--- config.mk ---
export PLATFORM = sky130hd
export DESIGN_NAME = ex_stage
export DESIGN_NICKNAME = d
export VERILOG_FILES = /design/src/rtl/ex_stage.sv
export SDC_FILE = /design/constraint.sdc
export NUM_CORES = 1
export LEC_CHECK = 0
export BUFFER_PORTS_ARGS = -buffer_cell sky130_fd_sc_hd__buf_2
export CAP_MARGIN = 30
export CORE_ASPECT_RATIO = 0.8
export CORE_UTILIZATION = 55
export CTS_CLUSTER_DIAMETER = 30
export DETAILED_ROUTE_END_ITERATION = 16
export PLACE_DENSITY = 0.8
export SYNTH_ARGS = -nofsm -noshare
export SYNTH_HDL_FRONTEND = slang
export SYNTH_SLANG_ARGS = --single-unit
--- constraint.sdc ---
create_clock -name clk -period 6.8 [get_ports clk]
set_input_delay 1.02 -clock clk [delete_from_list [all_inputs] [get_ports clk]]
set_output_delay 1.02 -clock clk [all_outputs]
set_load 0.05 [all_outputs]
--- src/rtl/ex_stage.sv ---
// Execute stage: combinational ALU feeding the EX/MEM pipeline register.
// Handles branch resolution from the held Z/N flags, and squashes the delay slot
// after a taken branch or jump.
module ex_stage (
    input  logic        clk,
    input  logic        reset,
    input  logic        stall,
    input  logic        flush,
    input  logic        in_valid,
    input  logic [31:0] rs,
    input  logic [31:0] rt,
    input  logic [31:0] addr,
    input  logic [5:0]  rd,
    input  logic [3:0]  alu_op,
    input  logic        reg_write,
    input  logic        branch_z,
    input  logic        branch_neg,
    input  logic        memtoreg,
    input  logic        pctoreg,
    input  logic        mem_r,
    input  logic        mem_w,
    input  logic        jump,
    input  logic        jump_mem,
    output logic [31:0] result_out,
    output logic [31:0] rt_out,
    output logic [31:0] addr_out,
    output logic [31:0] target_out,
    output logic [5:0]  rd_out,
    output logic        reg_write_out,
    output logic        memtoreg_out,
    output logic        pctoreg_out,
    output logic        mem_r_out,
    output logic        mem_w_out,
    output logic        jump_mem_out,
    output logic        valid_out,
    output logic        take_branch_out,
    output logic        z_flag,
    output logic        n_flag
);

    logic [31:0] alu_result;
    logic        kill;
    logic        take;
    logic        load_ok;
    logic        flag_upd;

    // ALU: wrap-around 32-bit arithmetic, unused opcodes yield zero
    always_comb begin
        alu_result = '0;
        case (alu_op)
            4'b0000: alu_result = rs;
            4'b0001: alu_result = rs + rt;
            4'b0010: alu_result = rs + addr;
            4'b0011: alu_result = 32'd0 - rs;
            4'b0100: alu_result = rs - rt;
            4'b0101: alu_result = rs & rt;
            4'b0110: alu_result = rs | rt;
            4'b0111: alu_result = rs ^ rt;
            default: alu_result = '0;
        endcase
    end

    // Branch decision and load qualification using flags held before this edge
    always_comb begin
        load_ok  = in_valid & ~kill;
        take     = jump | (branch_z & z_flag) | (branch_neg & n_flag);
        flag_upd = reg_write & ~memtoreg & ~pctoreg & ~alu_op[3];
    end

    // Pipeline register: reset > flush > stall > load (real or bubble)
    always_ff @(posedge clk) begin
        if (reset) begin
            result_out      <= '0;
            rt_out          <= '0;
            addr_out        <= '0;
            target_out      <= '0;
            rd_out          <= '0;
            reg_write_out   <= 1'b0;
            memtoreg_out    <= 1'b0;
            pctoreg_out     <= 1'b0;
            mem_r_out       <= 1'b0;
            mem_w_out       <= 1'b0;
            jump_mem_out    <= 1'b0;
            valid_out       <= 1'b0;
            take_branch_out <= 1'b0;
            z_flag          <= 1'b0;
            n_flag          <= 1'b0;
            kill            <= 1'b0;
        end else if (flush || (!stall && !load_ok)) begin
            // Bubble: flags are preserved, pending squash is consumed
            result_out      <= '0;
            rt_out          <= '0;
            addr_out        <= '0;
            target_out      <= '0;
            rd_out          <= '0;
            reg_write_out   <= 1'b0;
            memtoreg_out    <= 1'b0;
            pctoreg_out     <= 1'b0;
            mem_r_out       <= 1'b0;
            mem_w_out       <= 1'b0;
            jump_mem_out    <= 1'b0;
            valid_out       <= 1'b0;
            take_branch_out <= 1'b0;
            kill            <= 1'b0;
        end else if (!stall) begin
            result_out      <= alu_result;
            rt_out          <= rt;
            addr_out        <= addr;
            target_out      <= rs;
            rd_out          <= rd;
            reg_write_out   <= reg_write;
            memtoreg_out    <= memtoreg;
            pctoreg_out     <= pctoreg;
            mem_r_out       <= mem_r;
            mem_w_out       <= mem_w;
            jump_mem_out    <= jump_mem;
            valid_out       <= 1'b1;
            take_branch_out <= take;
            kill            <= take;
            if (flag_upd) begin
                z_flag <= (alu_result == 32'd0);
                n_flag <= alu_result[31];
            end
        end
    end

endmodule

==> impl_results.md, run 1 <==
* Status: finished clean
* Remaining antenna violation count at 0
* Flip-flop and latch count after synthesis at 144
* CTS max path bufs at 2
* Clock Power Share at 36.1%
* Via count at 12,400
* Family with the most delay on the worst path: simple AND/OR/NAND/NOR gates
* Worst Setup Slack post-DPL at 0.274 ns
* Clk root buf: clkbuf_16
* FP Rows at 47
* Hold Slack at 0.454 ns
* Worst skew pair latency at 0.44 ns
* Power per Cell Area at 193 mW/mm²
* P_sw at 977 µW
* # IOs at 264
* Post-synth ARST share at 0%
* CTS tree: done
* Vias in the first global route at 11,300
* Slew HR at 40.1%
* FILL cells at 1,822
* GPL Wtd Cong at 0.974
* Cell count after synthesis at 1,519
* RSZ-0062 raised after global routing: no
* Post-CTS Resized at 0
* Mapped cell area at 0.0117 mm²
* Reg area at 0.00288 mm²
* Nets at 1,965
* Final hold viol count at 0
* WP depth at 19
* CTS Buf Count at 17
* Slowest CP cell: or4_1
* Cell Int Power at 1.72 mW
* Crit share post-route at 90.7%
* Worst hold path type: flip-flop to flip-flop
* CTS Hold Buffers Added at 0
* Post-synth top area cell: dfxtp_1
* Reg power frac at 32.6%
* Setup TNS at 0 ns
* Seq/Total Area, Yosys at 24.6%
* Setup Buffers After CTS at 0
* Post-synth EDFFs at 0
* Post-synth top flop: dfxtp_1
* Routed vias/inst at 6.13
* R2r startpoint: kill$_SDFFE_PP0N_
* Leakage at 6.63 nW
* Clk slew on worst S/H paths at 0.06 ns
* Cell repeated most along the worst path: or4_1
* First-pass GRT wire length at 62,300 µm
* Setup violators final at 0
* Max-slew violation count at 0
* CP cell instances: buf_2 > or4_1 > nor4b_1 > and2_1 > nand2_1 > or3_1 > xor2_1 > a221oi_1 > ha_1 > a21oi_1 > o21ai_0 > or2_2 > a21o_1 > a211oi_1 > o211a_1 > o211ai_1 > or4_1 > or4_4 > o31ai_4
* Share of the synthesized area in the top cell type at 24.6%
* Area Overhead vs Synth at 19.3%
* Switching Share at 36.3%
* Crit path DAT at 6.52 ns
* CP Max Fanout at 9
* Finished Layout Cells at 2,028
* Worst Tran Pin Value at 0.898 ns
* Final WS setup at 0.634 ns
* Crit path launch type: input pin
* Required time worst endpoint at 7.16 ns
* Reg2reg path depth at 5
* R2r setup slk at 4.58 ns
* Syn Nets at 1,738
* WL/cell at 19.8 µm
* Logic pwr share at 31.3%
* Clock Skew at 0.00973 ns
* VDD IR max at 0.000162 V
* DRC viols at 0
* Highest Clock Rate at 0.162 GHz
* Largest net degree at the start of global routing at 83
* H-tree Lvls at 4
* Drt initial violations at 1,323
* End of the worst register-to-register path: rt_out[18]$_SDFFE_PP0N_
* Share of cells above drive strength 1 at 21.1%
* Fin crit period at 6.17 ns
* Cell variety after synth at 82
* Placed cell areas at 0.0134 mm²
* Core ar. at 0.0208 mm²
* Top post-synthesis cells by area: dfxtp_1, mux2i_1, ha_1, nor2_1, a21oi_1
* Warnings from Yosys at 0
* GRT Total Usage at 36.6%
* Max cap viols at 0
* Total power at 2.69 mW
* Die width at 165 µm
* N_diodes at 0
* CP startpoint: addr[0]
* Cell area after layout at 0.0140 mm²
* Placed cells at 1,995
* Starting density of the core at 56.5%
* Die height at 133 µm
* IO buf count at 263
* CP Buf/Inv Count at 1
* WL final at 40,200 µm
* CP peak stage delay at 0.61 ns
* Die area at 0.0219 mm²
* Final core utilization at 67.3%
* Area of the multi-input gates at 0.00823 mm²
* DR pass1 iterations at 6
* Setup crit end kind: flip-flop
* Grt total ovfl at 0
* Syn avg cell area at 7.71 µm²
* Initial antenna violation count at 1
* Crit path to: z_flag$_SDFFE_PP0P_
* DP Wirelength at 31,000 µm
* CTS sink count at 144
* Setup CP Type: input pin to flip-flop
==> cells in the final DEF, fill, tap and decap left out, types with 21 or more instances in the layout <==
cell | synthesis | routed
a21oi_1 | 84 | 84
a221oi_1 | 21 | 21
buf_2 | 1 | 262
buf_4 | 0 | 37
dfxtp_1 | 144 | 144
ha_1 | 98 | 98
inv_1 | 78 | 78
mux2i_1 | 133 | 133
nand2_1 | 97 | 97
nand3_1 | 25 | 25
nor2_1 | 247 | 247
nor3_1 | 58 | 57
nor4_1 | 26 | 26
o21ai_0 | 71 | 71
xnor2_1 | 40 | 40
xor2_1 | 26 | 26
==> power by group through the flow <==
stage	Combinational [mW]	Sequential, mW	Clock, mW
floorplan	0.464	0.978	0
global placement	0.804	0.896	0
detailed placement	0.814	0.897	0
CTS	0.819	0.878	0.983
global route	0.907	0.881	1.02
finish	0.843	0.878	0.971
==> state kept, by name, summed over array words and instances, names as in the netlist, 6 cells and up <==
name	cells
addr_out	32
rd_out	6
result_out	32
rt_out	32
target_out	32
==> how the worst min path moves through the flow <==
| stage | startpoint | end | slack [ns] | depth (start not counted) |
|---|---|---|---|---|
| detailed placement | valid_out$_SDFFE_PP0N_ | valid_out$_SDFFE_PP0N_ | 0.45 | 2 |
| global placement | valid_out$_SDFFE_PP0N_ | valid_out$_SDFFE_PP0N_ | 0.44 | 2 |
| finish | valid_out$_SDFFE_PP0N_ | valid_out$_SDFFE_PP0N_ | 0.45 | 2 |
| floorplan | valid_out$_SDFFE_PP0N_ | valid_out$_SDFFE_PP0N_ | 0.67 | 2 |
| CTS | valid_out$_SDFFE_PP0N_ | valid_out$_SDFFE_PP0N_ | 0.46 | 2 |
| global route | result_out[27]$_SDFFE_PP0N_ | result_out[27]$_SDFFE_PP0N_ | 0.51 | 2 |
==> cells in the mapped netlist (6+ instances only) <==
| cell | instances |
|---|---|
| mux2_2 | 8 |
| or3_1 | 9 |
| xnor2_1 | 40 |
| dfxtp_1 | 144 |
| and2_1 | 6 |
| nor2b_1 | 9 |
| buf_1 | 7 |
| and3_1 | 10 |
| nand2_1 | 97 |
| a21oi_1 | 84 |
| xor2_1 | 26 |
| nor4_1 | 26 |
| nand2b_1 | 10 |
| nor2_1 | 247 |
| a211oi_1 | 13 |
| or4_1 | 16 |
| nor3_1 | 58 |
| a22oi_1 | 17 |
| nand4_1 | 16 |
| inv_1 | 78 |
| o211ai_1 | 8 |
| a221oi_1 | 21 |
| or2_2 | 9 |
| clkbuf_1 | 85 |
| nor3b_1 | 6 |
| o32ai_1 | 7 |
| a31oi_1 | 10 |
| o21ai_0 | 71 |
| o31ai_1 | 8 |
| a21o_1 | 13 |
| ha_1 | 98 |
| mux2i_1 | 133 |
| nand3_1 | 25 |
| o221ai_1 | 6 |
==> tightest hold or removal path, cell delays in order, from the launching register on <==
cell and delay [ns]:
dfxtp_1 0.30, inv_1 0.05, a21oi_1 0.05
==> cells by family after synthesis <==
kind of cell               count (synthesis)  synth area share, %
and+or+nand+nor                          569                 23.2
AOI/OAI and AO/OA                        327                 18.7
buffers and inverters                    172                 5.58
DFF                                      144                 24.6
muxes                                    142                 12.3
adders and majority gates                 99                 10.6
xor gates and xnor gates                  66                 4.93
==> final cells by class <==
| type | instances | area share (%) |
|---|---|---|
| clock buffer | 18 | 3.14 |
| inverter | 78 | 2.09 |
| timing repair buffer | 302 | 11.8 |
| clock inverter | 14 | 1.09 |
| multi-input combinational | 1203 | 58.9 |
| tap | 269 | 2.41 |
| sequential | 144 | 20.6 |
==> routing by layer <==
| layer | wire length [µm] | GRT usage [%] | up-vias | part of all wire, % |
|---|---|---|---|---|
| met1 | 18200 | 53.4 | 5799 | 45 |
| met2 | 16500 | 52.3 | 669 | 41 |
| met3 | 4900 | 11.3 | 51 | 12 |
| li1 | - | - | 5919 | - |
| met4 | 547 | 7.70 | 2 | 1.4 |
| met5 | 13 | 0 | - | 0.032 |
(Power assumes the default switching activity.)
==> run 2, diff against run 1 <==
--- a/config.mk
+++ b/config.mk
@@ -7,11 +7,13 @@
 export LEC_CHECK = 0
 export BUFFER_PORTS_ARGS = -buffer_cell sky130_fd_sc_hd__buf_2
 export CAP_MARGIN = 30
+export CELL_PAD_IN_SITES_DETAIL_PLACEMENT = 0
+export CELL_PAD_IN_SITES_GLOBAL_PLACEMENT = 2
 export CORE_ASPECT_RATIO = 0.8
-export CORE_UTILIZATION = 55
+export CORE_UTILIZATION = 32
 export CTS_CLUSTER_DIAMETER = 30
 export DETAILED_ROUTE_END_ITERATION = 16
-export PLACE_DENSITY = 0.8
+export PLACE_DENSITY = 0.82
 export SYNTH_ARGS = -nofsm -noshare
 export SYNTH_HDL_FRONTEND = slang
 export SYNTH_SLANG_ARGS = --single-unit
==> run 2 against run 1 <==
Utilization is 27 points lower. Combinational power is 6.6% higher. Clock-buffer cell count stayed put. Total power is 3.3% higher. Die area is 71% higher. Global-route usage is 12 points lower. Clock power hardly changed. Clock skew is 0.0021 ns lower. Largest cell class unchanged.
==> impl_results.md, run 2 (synthesis results as in run 1) <==
* Status: finished clean
* Worst hold path type: flip-flop to flip-flop
* GPL Wtd Cong at 0.935
* IO buf count at 263
* Clk root buf: clkbuf_16
* CTS Buf Count at 17
* GRT Total Usage at 24.5%
* Leakage at 6.87 nW
* CTS tree: done
* Final hold viol count at 0
* Die height at 173 µm
* RSZ-0062 raised after global routing: no
* Worst skew pair latency at 0.46 ns
* Setup violators final at 0
* R2r setup slk at 5.17 ns
* Core ar. at 0.0360 mm²
* First-pass GRT wire length at 69,900 µm
* Area Overhead vs Synth at 24.8%
* Power per Cell Area at 190 mW/mm²
* Switching Share at 35.1%
* Placed cells at 2,256
* VDD IR max at 0.000151 V
* Routed vias/inst at 5.39
* # IOs at 264
* Clock Skew at 0.00763 ns
* Clk slew on worst S/H paths at 0.06 ns
* Family with the most delay on the worst path: simple AND/OR/NAND/NOR gates
* Largest net degree at the start of global routing at 79
* Via count at 12,300
* Cell Int Power at 1.81 mW
* Logic pwr share at 32.3%
* WL final at 46,300 µm
* H-tree Lvls at 4
* Setup TNS at 0 ns
* CTS max path bufs at 2
* CP peak stage delay at 0.61 ns
* Die area at 0.0374 mm²
* Nets at 2,014
* CTS sink count at 144
* Slew HR at 36.0%
* CP cell instances: buf_2 > or4_1 > nor4b_1 > buf_4 > and2_1 > nand2_1 > or3_1 > xor2_1 > a221oi_1 > buf_4 > ha_1 > a21oi_1 > o21ai_0 > or2_2 > a21o_1 > a211oi_1 > o211a_1 > o211ai_1 > or4_1 > or4_4 > o31ai_4
* Initial antenna violation count at 5
* Remaining antenna violation count at 0
* DP Wirelength at 36,600 µm
* Max cap viols at 0
* Grt total ovfl at 0
* Most frequent cells in the layout: buf_2, nor2_1, dfxtp_1
* Final core utilization at 40.6%
* FILL cells at 3,791
* Setup Buffers After CTS at 0
* Vias in the first global route at 11,300
* DRC viols at 0
* FP Rows at 62
* Fin crit period at 6.01 ns
* Drt initial violations at 1,027
* Crit path launch type: input pin
* CP Max Fanout at 9
* CP Buf/Inv Count at 3
* Highest Clock Rate at 0.166 GHz
* Finished Layout Cells at 2,288
* Die width at 216 µm
* Share of cells above drive strength 1 at 23.2%
* Clock Power Share at 36.1%
* Reg power frac at 31.6%
* Placed cell areas at 0.0140 mm²
* Starting density of the core at 32.6%
* WL/cell at 20.2 µm
* Max-slew violation count at 0
* Crit share post-route at 88.4%
* CTS Hold Buffers Added at 0
* P_sw at 976 µW
* DR pass1 iterations at 5
* Required time worst endpoint at 7.18 ns
* Slowest CP cell: or4_1
* Crit path DAT at 6.39 ns
* Setup CP Type: input pin to flip-flop
* Commonest non-fill, non-tap cell in the layout: buf_2
* Cell area after layout at 0.0146 mm²
* Post-CTS Resized at 0
* Worst Tran Pin Value at 0.948 ns
* Setup crit end kind: flip-flop
run 2: cell types whose count changed in the layout (fill, tap and decap cells not counted):
cell        before  now
buf_4           37   86
inv_6            6    1
bufinv_16        2    4
diode_2          0    1
clkbuf_1         0    1
clkinvlp_4       1    3
clkinv_2         3    2
clkinv_4         2    3
buf_16           1    0
run 2: per-stage QoR:
step,total power [mW],setup slack (ns),hold slack (ns)
after global placement,1.78,0.504,0.433
final,2.78,0.789,0.447
after CTS,2.80,0.858,0.450
after floorplan,1.44,0.726,0.668
after global routing,2.93,0.430,0.478
after detailed placement,1.78,0.370,0.440
run 2: worst min-delay path: cells and delay by family, from the launching register on:
kind / cells / cell delay [ns]
AO/OA/AOI/OAI: 1 / 0.05
buffers and inverters: 1 / 0.04
flip-flops: 1 / 0.31
run 2: per-layer routing:
metal	GRT usage (%)	vias up	wire, µm
met5	0	-	45
met4	5.81	6	736
met3	6.14	49	3800
met2	32.3	436	17600
met1	38.4	5811	24100
li1	-	6029	-
run 2: power by group through the flow:
stage / Sequential, mW / Clock [mW] / Combinational (mW)
CTS: 0.879 / 1.04 / 0.888
finish: 0.879 / 1.00 / 0.899
detailed placement: 0.897 / 0 / 0.884
global route: 0.881 / 1.07 / 0.976
floorplan: 0.978 / 0 / 0.464
global placement: 0.897 / 0 / 0.883
run 2: area by class of cell:
| type | instances | area, µm² | area share (%) |
|---|---|---|---|
| multi-input combinational | 1203 | 8230 | 56.3 |
| sequential | 144 | 2880 | 19.7 |
| timing repair buffer | 351 | 2000 | 13.7 |
| tap | 480 | 601 | 4.11 |
| clock buffer | 18 | 429 | 2.93 |
| inverter | 78 | 293 | 2.00 |
| clock inverter | 13 | 188 | 1.28 |
| antenna | 1 | 2.50 | 0.0171 |
run 2: worst paths after layout:
| kind | start | to | depth (start not counted) |
|---|---|---|---|
| min | valid_out$_SDFFE_PP0N_ | valid_out$_SDFFE_PP0N_ | 2 |
| min reg2reg | valid_out$_SDFFE_PP0N_ | valid_out$_SDFFE_PP0N_ | 2 |
| max | addr[0] | z_flag$_SDFFE_PP0P_ | 21 |
| max reg2reg | kill$_SDFFE_PP0N_ | z_flag$_SDFFE_PP0P_ | 4 |
